[config.mk]
export PLATFORM = sky130hd
export DESIGN_NAME = omsp_dma_master
export DESIGN_NICKNAME = d
export VERILOG_FILES = /design/src/rtl/omsp_dma_master.sv
export SDC_FILE = /design/constraint.sdc
export NUM_CORES = 1
export LEC_CHECK = 0
export CORE_ASPECT_RATIO = 0.8
export CORE_MARGIN = 10
export CORE_UTILIZATION = 60
export CTS_CLUSTER_SIZE = 40
export DETAILED_ROUTE_END_ITERATION = 10
export DONT_BUFFER_PORTS = 1
export PLACE_DENSITY = 0.76
export SLEW_MARGIN = 10
export SYNTH_ARGS = -nofsm -noshare
export SYNTH_HDL_FRONTEND = slang
export SYNTH_SLANG_ARGS = --single-unit
export TNS_END_PERCENT = 50
[constraint.sdc]
create_clock -name mclk -period 2.8 [get_ports mclk]
set_input_delay 0 -clock mclk [delete_from_list [all_inputs] [get_ports mclk]]
set_output_delay 0 -clock mclk [all_outputs]
set_load 0.005 [all_outputs]
[src/rtl/omsp_dma_master.sv]
// Word block-copy bus initiator for the openMSP430 DMA slave port.
// Optional: define OMSP_DMA_WKUP_EN to drive dma_wkup from a registered copy of busy.
module omsp_dma_master #(
    parameter int LEN_W = 16,
    parameter int AW    = 15
) (
    input  logic             mclk,
    input  logic             reset_n,
    input  logic             start,
    input  logic             abort,
    input  logic [AW-1:0]    cfg_src,
    input  logic [AW-1:0]    cfg_dst,
    input  logic [LEN_W-1:0] cfg_len,
    input  logic             cfg_src_inc,
    input  logic             cfg_dst_inc,
    input  logic             cfg_prio,
    output logic             busy,
    output logic             done,
    output logic             error,
    output logic [LEN_W-1:0] xfer_cnt,
    output logic             dma_en,
    output logic [AW-1:0]    dma_addr,
    output logic [1:0]       dma_we,
    output logic [15:0]      dma_din,
    output logic             dma_priority,
    input  logic [15:0]      dma_dout,
    input  logic             dma_ready,
    input  logic             dma_resp,
    output logic             dma_wkup
);

    typedef enum logic [2:0] {
        IDLE    = 3'd0,
        RD      = 3'd1,
        RD_DATA = 3'd2,
        WR      = 3'd3,
        FIN     = 3'd4
    } state_t;

    state_t           state;
    state_t           state_nxt;
    logic [AW-1:0]    src_q;
    logic [AW-1:0]    dst_q;
    logic [LEN_W-1:0] len_q;
    logic [LEN_W-1:0] cnt_q;
    logic [LEN_W-1:0] cnt_inc;
    logic [15:0]      data_q;
    logic             src_inc_q;
    logic             dst_inc_q;
    logic             prio_q;
    logic             err_q;

    assign cnt_inc = cnt_q + {{(LEN_W-1){1'b0}}, 1'b1};

    always_comb begin
        state_nxt = state;
        case (state)
            IDLE: begin
                if (start) state_nxt = (cfg_len != '0) ? RD : FIN;
            end
            RD: begin
                // An accepted read always finishes its word; abort only drops a read still waiting.
                if (dma_ready)  state_nxt = RD_DATA;
                else if (abort) state_nxt = FIN;
            end
            RD_DATA: state_nxt = err_q ? FIN : WR;
            WR: begin
                if (dma_ready) begin
                    if (dma_resp || (cnt_inc == len_q) || abort) state_nxt = FIN;
                    else                                         state_nxt = RD;
                end
            end
            FIN:     state_nxt = IDLE;
            default: state_nxt = IDLE;
        endcase
    end

    always_ff @(posedge mclk) begin
        if (!reset_n) begin
            state     <= IDLE;
            src_q     <= '0;
            dst_q     <= '0;
            len_q     <= '0;
            cnt_q     <= '0;
            data_q    <= '0;
            src_inc_q <= 1'b0;
            dst_inc_q <= 1'b0;
            prio_q    <= 1'b0;
            err_q     <= 1'b0;
        end else begin
            state <= state_nxt;
            case (state)
                IDLE: begin
                    if (start) begin
                        src_q     <= cfg_src;
                        dst_q     <= cfg_dst;
                        len_q     <= cfg_len;
                        src_inc_q <= cfg_src_inc;
                        dst_inc_q <= cfg_dst_inc;
                        prio_q    <= cfg_prio;
                        cnt_q     <= '0;
                        err_q     <= 1'b0;
                    end
                end
                RD: begin
                    if (dma_ready && dma_resp) err_q <= 1'b1;
                end
                RD_DATA: data_q <= dma_dout;
                WR: begin
                    if (dma_ready) begin
                        cnt_q <= cnt_inc;
                        // Addresses wrap naturally at the AW-bit boundary.
                        src_q <= src_q + {{(AW-1){1'b0}}, src_inc_q};
                        dst_q <= dst_q + {{(AW-1){1'b0}}, dst_inc_q};
                        if (dma_resp) err_q <= 1'b1;
                    end
                end
                default: ;
            endcase
        end
    end

    assign busy         = (state != IDLE);
    assign done         = (state == FIN);
    assign error        = (state == FIN) && err_q;
    assign xfer_cnt     = cnt_q;
    assign dma_en       = (state == RD) || (state == WR);
    assign dma_we       = (state == WR) ? 2'b11 : 2'b00;
    assign dma_addr     = (state == WR) ? dst_q : ((state == RD) ? src_q : '0);
    assign dma_din      = (state == WR) ? data_q : 16'h0000;
    assign dma_priority = busy && prio_q;

`ifdef OMSP_DMA_WKUP_EN
    logic wkup_q;

    always_ff @(posedge mclk) begin
        if (!reset_n) wkup_q <= 1'b0;
        else          wkup_q <= (state_nxt != IDLE);
    end

    assign dma_wkup = wkup_q;
`else
    assign dma_wkup = 1'b0;
`endif

endmodule

* Word-level counts from Yosys, hierarchy flattened *
Index checks and enable logic that the tools add are counted.

operators by class
  add/subtract/negate cells = 3
  equal/unequal tests = 10
  multiplexer cells = 26
  reduce and logical (&&, ||, !) cells = 15

operators with widths
  kind                                                  number
  2-to-1 mux 15 bit                                     6
  one-hot mux 15 bit (2 select lines)                   2
  2-to-1 mux 16 bit                                     3
  one-hot mux 16 bit (2 select lines)                   1
  adder 15 x 1 -> 15 bit                                2
  2-to-1 mux 3 bit                                      7
  adder 16 x 1 -> 16 bit (second input constant)        1
  equality test 16 bit                                  1
  nonzero test 16 bit                                   1
  one-hot mux 3 bit (4 select lines)                    1
  != test 2 bit (second input constant)                 4
  equality test 3 x 2 -> 1 bit (second input constant)  2
  AND reduction 3 bit                                   2
  nonzero test 3 bit                                    2
  AND reduction 5 bit                                   1
  2-to-1 mux 1 bit                                      4
  equality test 3 x 1 -> 1 bit (second input constant)  1
  equality test 3 bit (second input constant)           1
  logical AND 1 bit                                     3
  zero test 3 bit                                       1
  logical OR 1 bit                                      3
  != test 3 bit (second input constant)                 1
  one-hot mux 1 bit (3 select lines)                    1
  2-to-1 mux 2 bit                                      1
  2 further kinds                                       2

word-level totals
  flip-flop bits (word level) = 85
  output and inout port bits = 55

* Depth between registers and ports, before layout *
  depth in word-level cells = 7
  gate-level depth with buffers = 10
  gate-level depth less buffers = 8

* Least setup slack after synthesis *
No wires, ideal clock.

  path kind = register to register
  start = register cnt_q[0], in the netlist xfer_cnt[0]
  end = register state[0]
  library setup time = 134 ps
  arrival time = 2049 ps
  data required time = 2666 ps
  slack = 618 ps
  cell stages (with the launch flop) = 9
  buffers on the path = 1
  clock period less this slack = 2182 ps
  cells stage by stage = dfxtp_1 > ha_1 > buf_2 > nand3_2 > or4b_1 > o221ai_1 > o211ai_1 > nor4_2 > o22ai_1

between the ends
  cells in the longest elaborated chain, start to end = 7

RTL lines
  what                                line  text
  start: declaration                  45    logic [LEN_W-1:0] cnt_q;
  start signal: assignment            111   cnt_q <= cnt_inc;
  adder 16 x 1 -> 16 bit              53    assign cnt_inc = cnt_q + {{(LEN_W-1){1'b0}}, 1'b1};
  equality test 16 bit                69    if (dma_resp || (cnt_inc == len_q) || abort) state_nxt = FIN;
  logical OR 1 bit (2 in series)      69
  2-to-1 mux 3 bit                    69
  2-to-1 mux 3 bit                    68    if (dma_ready) begin
  one-hot mux 3 bit (4 select lines)  57    case (state)
  end signal: assignment              91    state <= state_nxt;
  end: declaration                    40    state_t state;

Every way passes these cells. The select of a mux whose other input is x is not followed.
A chain may end at the register's enable or synchronous reset.

* Worst setup path after layout *
  start = register cnt_q[1], in the netlist xfer_cnt[1]
  end = register state[0]

Same word-level chain as after synthesis.

==> metrics.md <==
| Metric | Value |
|---|---|
| CTS tree | built |
| Synth Area per Inst | 7.43 um^2 |
| WL final | 17100 um |
| Reg2Reg Setup Slack | 260 ps |
| Clock tree buffer depth | 2 |
| Max Slew Vio Count | 0 |
| Synth unique cells | 64 |
| Nature of the critical path startpoint | flip-flop |
| GPL Wtd Cong | 0.976 |
| Number of max-cap violations | 0 |
| Die Span Y | 102 um |
| CP Class | flip-flop to flip-flop |
| Ports | 126 |
| RSZ-0062 raised after global routing | false |
| Die Width | 123 um |
| Clock latency on the worst-skew pair | 370 ps |
| Final worst path period need | 2540 ps |
| Cell Area, Synth | 5070 um^2 |
| Top post-synthesis cells by area | dfxtp_1 34%, nand2_1 9.0%, a21oi_1 8.0% |
| Hold Fails Final Rpt | 0 |
| WP data required | 3020 ps |
| YS warnings | 0 |
| Max FO, Critical Path | 9 |
| Resized cells post-CTS | 0 |
| Worst R2R End | state[0]$_SDFFE_PN0P_ |
| DRT Pass-1 Iters | 5 |
| Core area | 8090 um^2 |
| Post-Place Setup Slack | 278 ps |
| Peak Freq | 394 MHz |
| Placed Area | 5090 um^2 |
| Num CTS Buffers | 9 |
| Mapped Cells | 682 |
| Via density | 6.38 |
| CTS root buf | clkbuf_8 |
| Critical Path AT | 2760 ps |
| Core Rows | 29 |
| Worst slew pin tran | 998 ps |
| Final nets | 797 |
| Sequential share of the synthesized area | 0.336 |
| FF+latch count, synth | 85 |
| Area leader, netlist | dfxtp_1 |
| Drc violations | 0 |
| Worst R2R Start | xfer_cnt[1]$_SDFFE_PN0P_ |
| Share of flip-flops with an asynchronous set or reset | 0 |
| Post-route ant nets | 0 |
| CP Capture Type | flip-flop |
| Leak Pwr | 2.18 nW |
| Fin crit share | 0.906 |
| Clock transition at path regs | 90 ps |
| Post-Syn Nets | 758 |
| # port buffers | 0 |
| Reg2Reg Depth | 7 |
| First-pass GRT wire length | 27100 um |
| Worst setup margin | 264 ps |
| Drt wl/cell | 20.4 um |
| Layout cells sized above 1 | 0.0579 |
| Synth Flop Type | dfxtp_1 |
| 1st-iter DRT viols | 649 |
| Post-route setup TNS | 0 ps |
| H-tree depth | 3 |
| CTS Sinks | 85 |
| Setup repair bufs after CTS | 0 |
| Gr ovfl total | 0 |
| Design area | 5960 um^2 |
| Initial core utilization | 0.627 |
| Critical Path Start | xfer_cnt[1]$_SDFFE_PN0P_ |
| Initial antenna violation count | 1 |
| Worst Skew | 8.64 ps |
| VDD IR-drop max | 456 uV |
| Die area | 12500 um^2 |
| Area delta synth->final | 17.6% |
| Via count | 5324 |
| Number of enable flip-flop cells after synthesis | 0 |
| Synth top area share | 0.336 |
| Status | finished, final reports clean |
| Largest net degree at the start of global routing | 46 |
| GRT Util Overall | 0.267 |
| Min-Delay Path Class | input port to flip-flop |
| PD cells | 559 nW/um^2 |
| HPWL after DPL | 10800 um |
| Critical Path Sink | state[0]$_SDFFE_PN0P_ |
| Vias in the first global route | 5029 |
| Max-slew headroom at the worst pin | 0.332 |
| # setup viols final | 0 |
## layer usage
metal,vias up,part of all wire,global-route usage
met5,-,0,0
met2,327,0.43,0.385
li1,2494,-,-
met4,0,0.015,0.0886
met1,2477,0.43,0.371
met3,26,0.12,0.0771
## kinds of logic after synthesis
kind of cell,count (synthesis),share of synthesized area
other cells,1,0.000740
mux,29,0.0573
simple gates,296,0.283
xor+xnor,25,0.0432
compound gates,176,0.212
buf+inv,65,0.0555
fa+ha+maj,5,0.0123
flops,85,0.336
## metrics by stage
stage               power, mW  utilization  instances  hold slack (ps)
floorplan                2.16            -        682              136
global placement         2.35        0.629        750              124
detailed placement       2.37        0.629        750              128
CTS                      3.30        0.736        834             10.4
global route             3.50        0.737        835             84.5
finish                   3.33        0.737        835             30.5
## placed cells by master, fill, tap and decap left out, types with 3 or more instances in the layout
cell,count
a311oi_1,9
inv_6,3
buf_4,17
nand4_1,12
nand2b_1,3
a221oi_1,9
o21ai_0,37
and3_1,9
inv_1,7
o211ai_1,3
o21a_1,3
and2_1,21
nand3b_1,5
clkbuf_8,10
mux2i_1,29
a21oi_1,81
ha_1,5
dlygate4sd3_1,68
xor2_1,9
xnor2_1,16
nor3_1,12
dfxtp_1,85
nand2_1,122
nor2b_1,4
nor2_1,57
and4_1,5
nor4_1,7
or3_1,3
nand3_1,21
a22oi_1,3
a31oi_1,3
## flip-flops by register name, indices dropped and copies added, names as in the netlist, 3 cells and up
register / count
xfer_cnt: 16
data_q: 16
len_q: 16
src_q: 15
state: 3
dst_q: 15
## power by group
group	leakage (nW)	total [mW]	internal, mW	switching [mW]
Combinational	1.39	0.943	0.379	0.564
Clock	0.0958	0.856	0.364	0.492
Sequential	0.694	1.53	1.35	0.181
Total	2.18	3.33	2.09	1.24
## cells in the mapped netlist (2+ instances only)
| library cell | instances |
|---|---|
| nand2_1 | 122 |
| dfxtp_1 | 85 |
| a21oi_1 | 81 |
| nor2_1 | 57 |
| o21ai_0 | 37 |
| clkbuf_1 | 34 |
| mux2i_1 | 29 |
| and2_1 | 21 |
| nand3_1 | 21 |
| xnor2_1 | 16 |
| buf_2 | 15 |
| nand4_1 | 12 |
| nor3_1 | 12 |
| a221oi_1 | 9 |
| a311oi_1 | 9 |
| and3_1 | 9 |
| xor2_1 | 9 |
| inv_1 | 8 |
| nor4_1 | 7 |
| and4_1 | 5 |
| ha_1 | 5 |
| nand3b_1 | 5 |
| buf_1 | 4 |
| nor2b_1 | 4 |
| a22oi_1 | 3 |
| a31oi_1 | 3 |
| buf_4 | 3 |
| nand2b_1 | 3 |
| nor3b_1 | 3 |
| o211ai_1 | 3 |
| o21a_1 | 3 |
| or3_1 | 3 |
| a2111oi_0 | 2 |
| a211oi_1 | 2 |
| a21boi_0 | 2 |
| a21o_1 | 2 |
| a22o_1 | 2 |
| nand4b_1 | 2 |
| o2111ai_1 | 2 |
| o221ai_1 | 2 |
| o22ai_1 | 2 |
| or4_1 | 2 |
## layout make-up
cell class              instances  area, um^2
inverters                       8        30.0
multi-input cells             532        3090
clock buffers                  10         138
repair buffers                 85         808
flip-flops and latches         85        1700
diodes                          1        2.50
clock inverters                 6        53.8
fillers                       610        2130
well taps                     108         135
## what timing repair did
action                                  CTS  global route
endpoints found under the setup margin    0             0
hold buffers                             68             0
endpoints found under the hold margin    73             0
## critical path: stages (launching register included)
cell	delay, ps
dfxtp_1	470
ha_1	370
nand3_2	240
or4b_1	550
o221ai_1	190
o211ai_1	130
nor4_2	320
o22ai_1	120
## how the worst min path moves through the flow
stage / cells after the start / slack (ps) / from / endpoint
finish: 4 / 30 / cfg_dst[6] / dst_q[6]$_SDFFE_PN0P_
floorplan: 2 / 140 / dma_dout[0] / data_q[0]$_SDFFE_PN0N_
global placement: 1 / 120 / reset_n / xfer_cnt[12]$_SDFFE_PN0P_
CTS: 4 / 10 / cfg_dst[6] / dst_q[6]$_SDFFE_PN0P_
detailed placement: 1 / 130 / reset_n / xfer_cnt[13]$_SDFFE_PN0P_
global route: 4 / 80 / cfg_dst[6] / dst_q[6]$_SDFFE_PN0P_
Note: power is estimated with default switching activity, not from simulation.
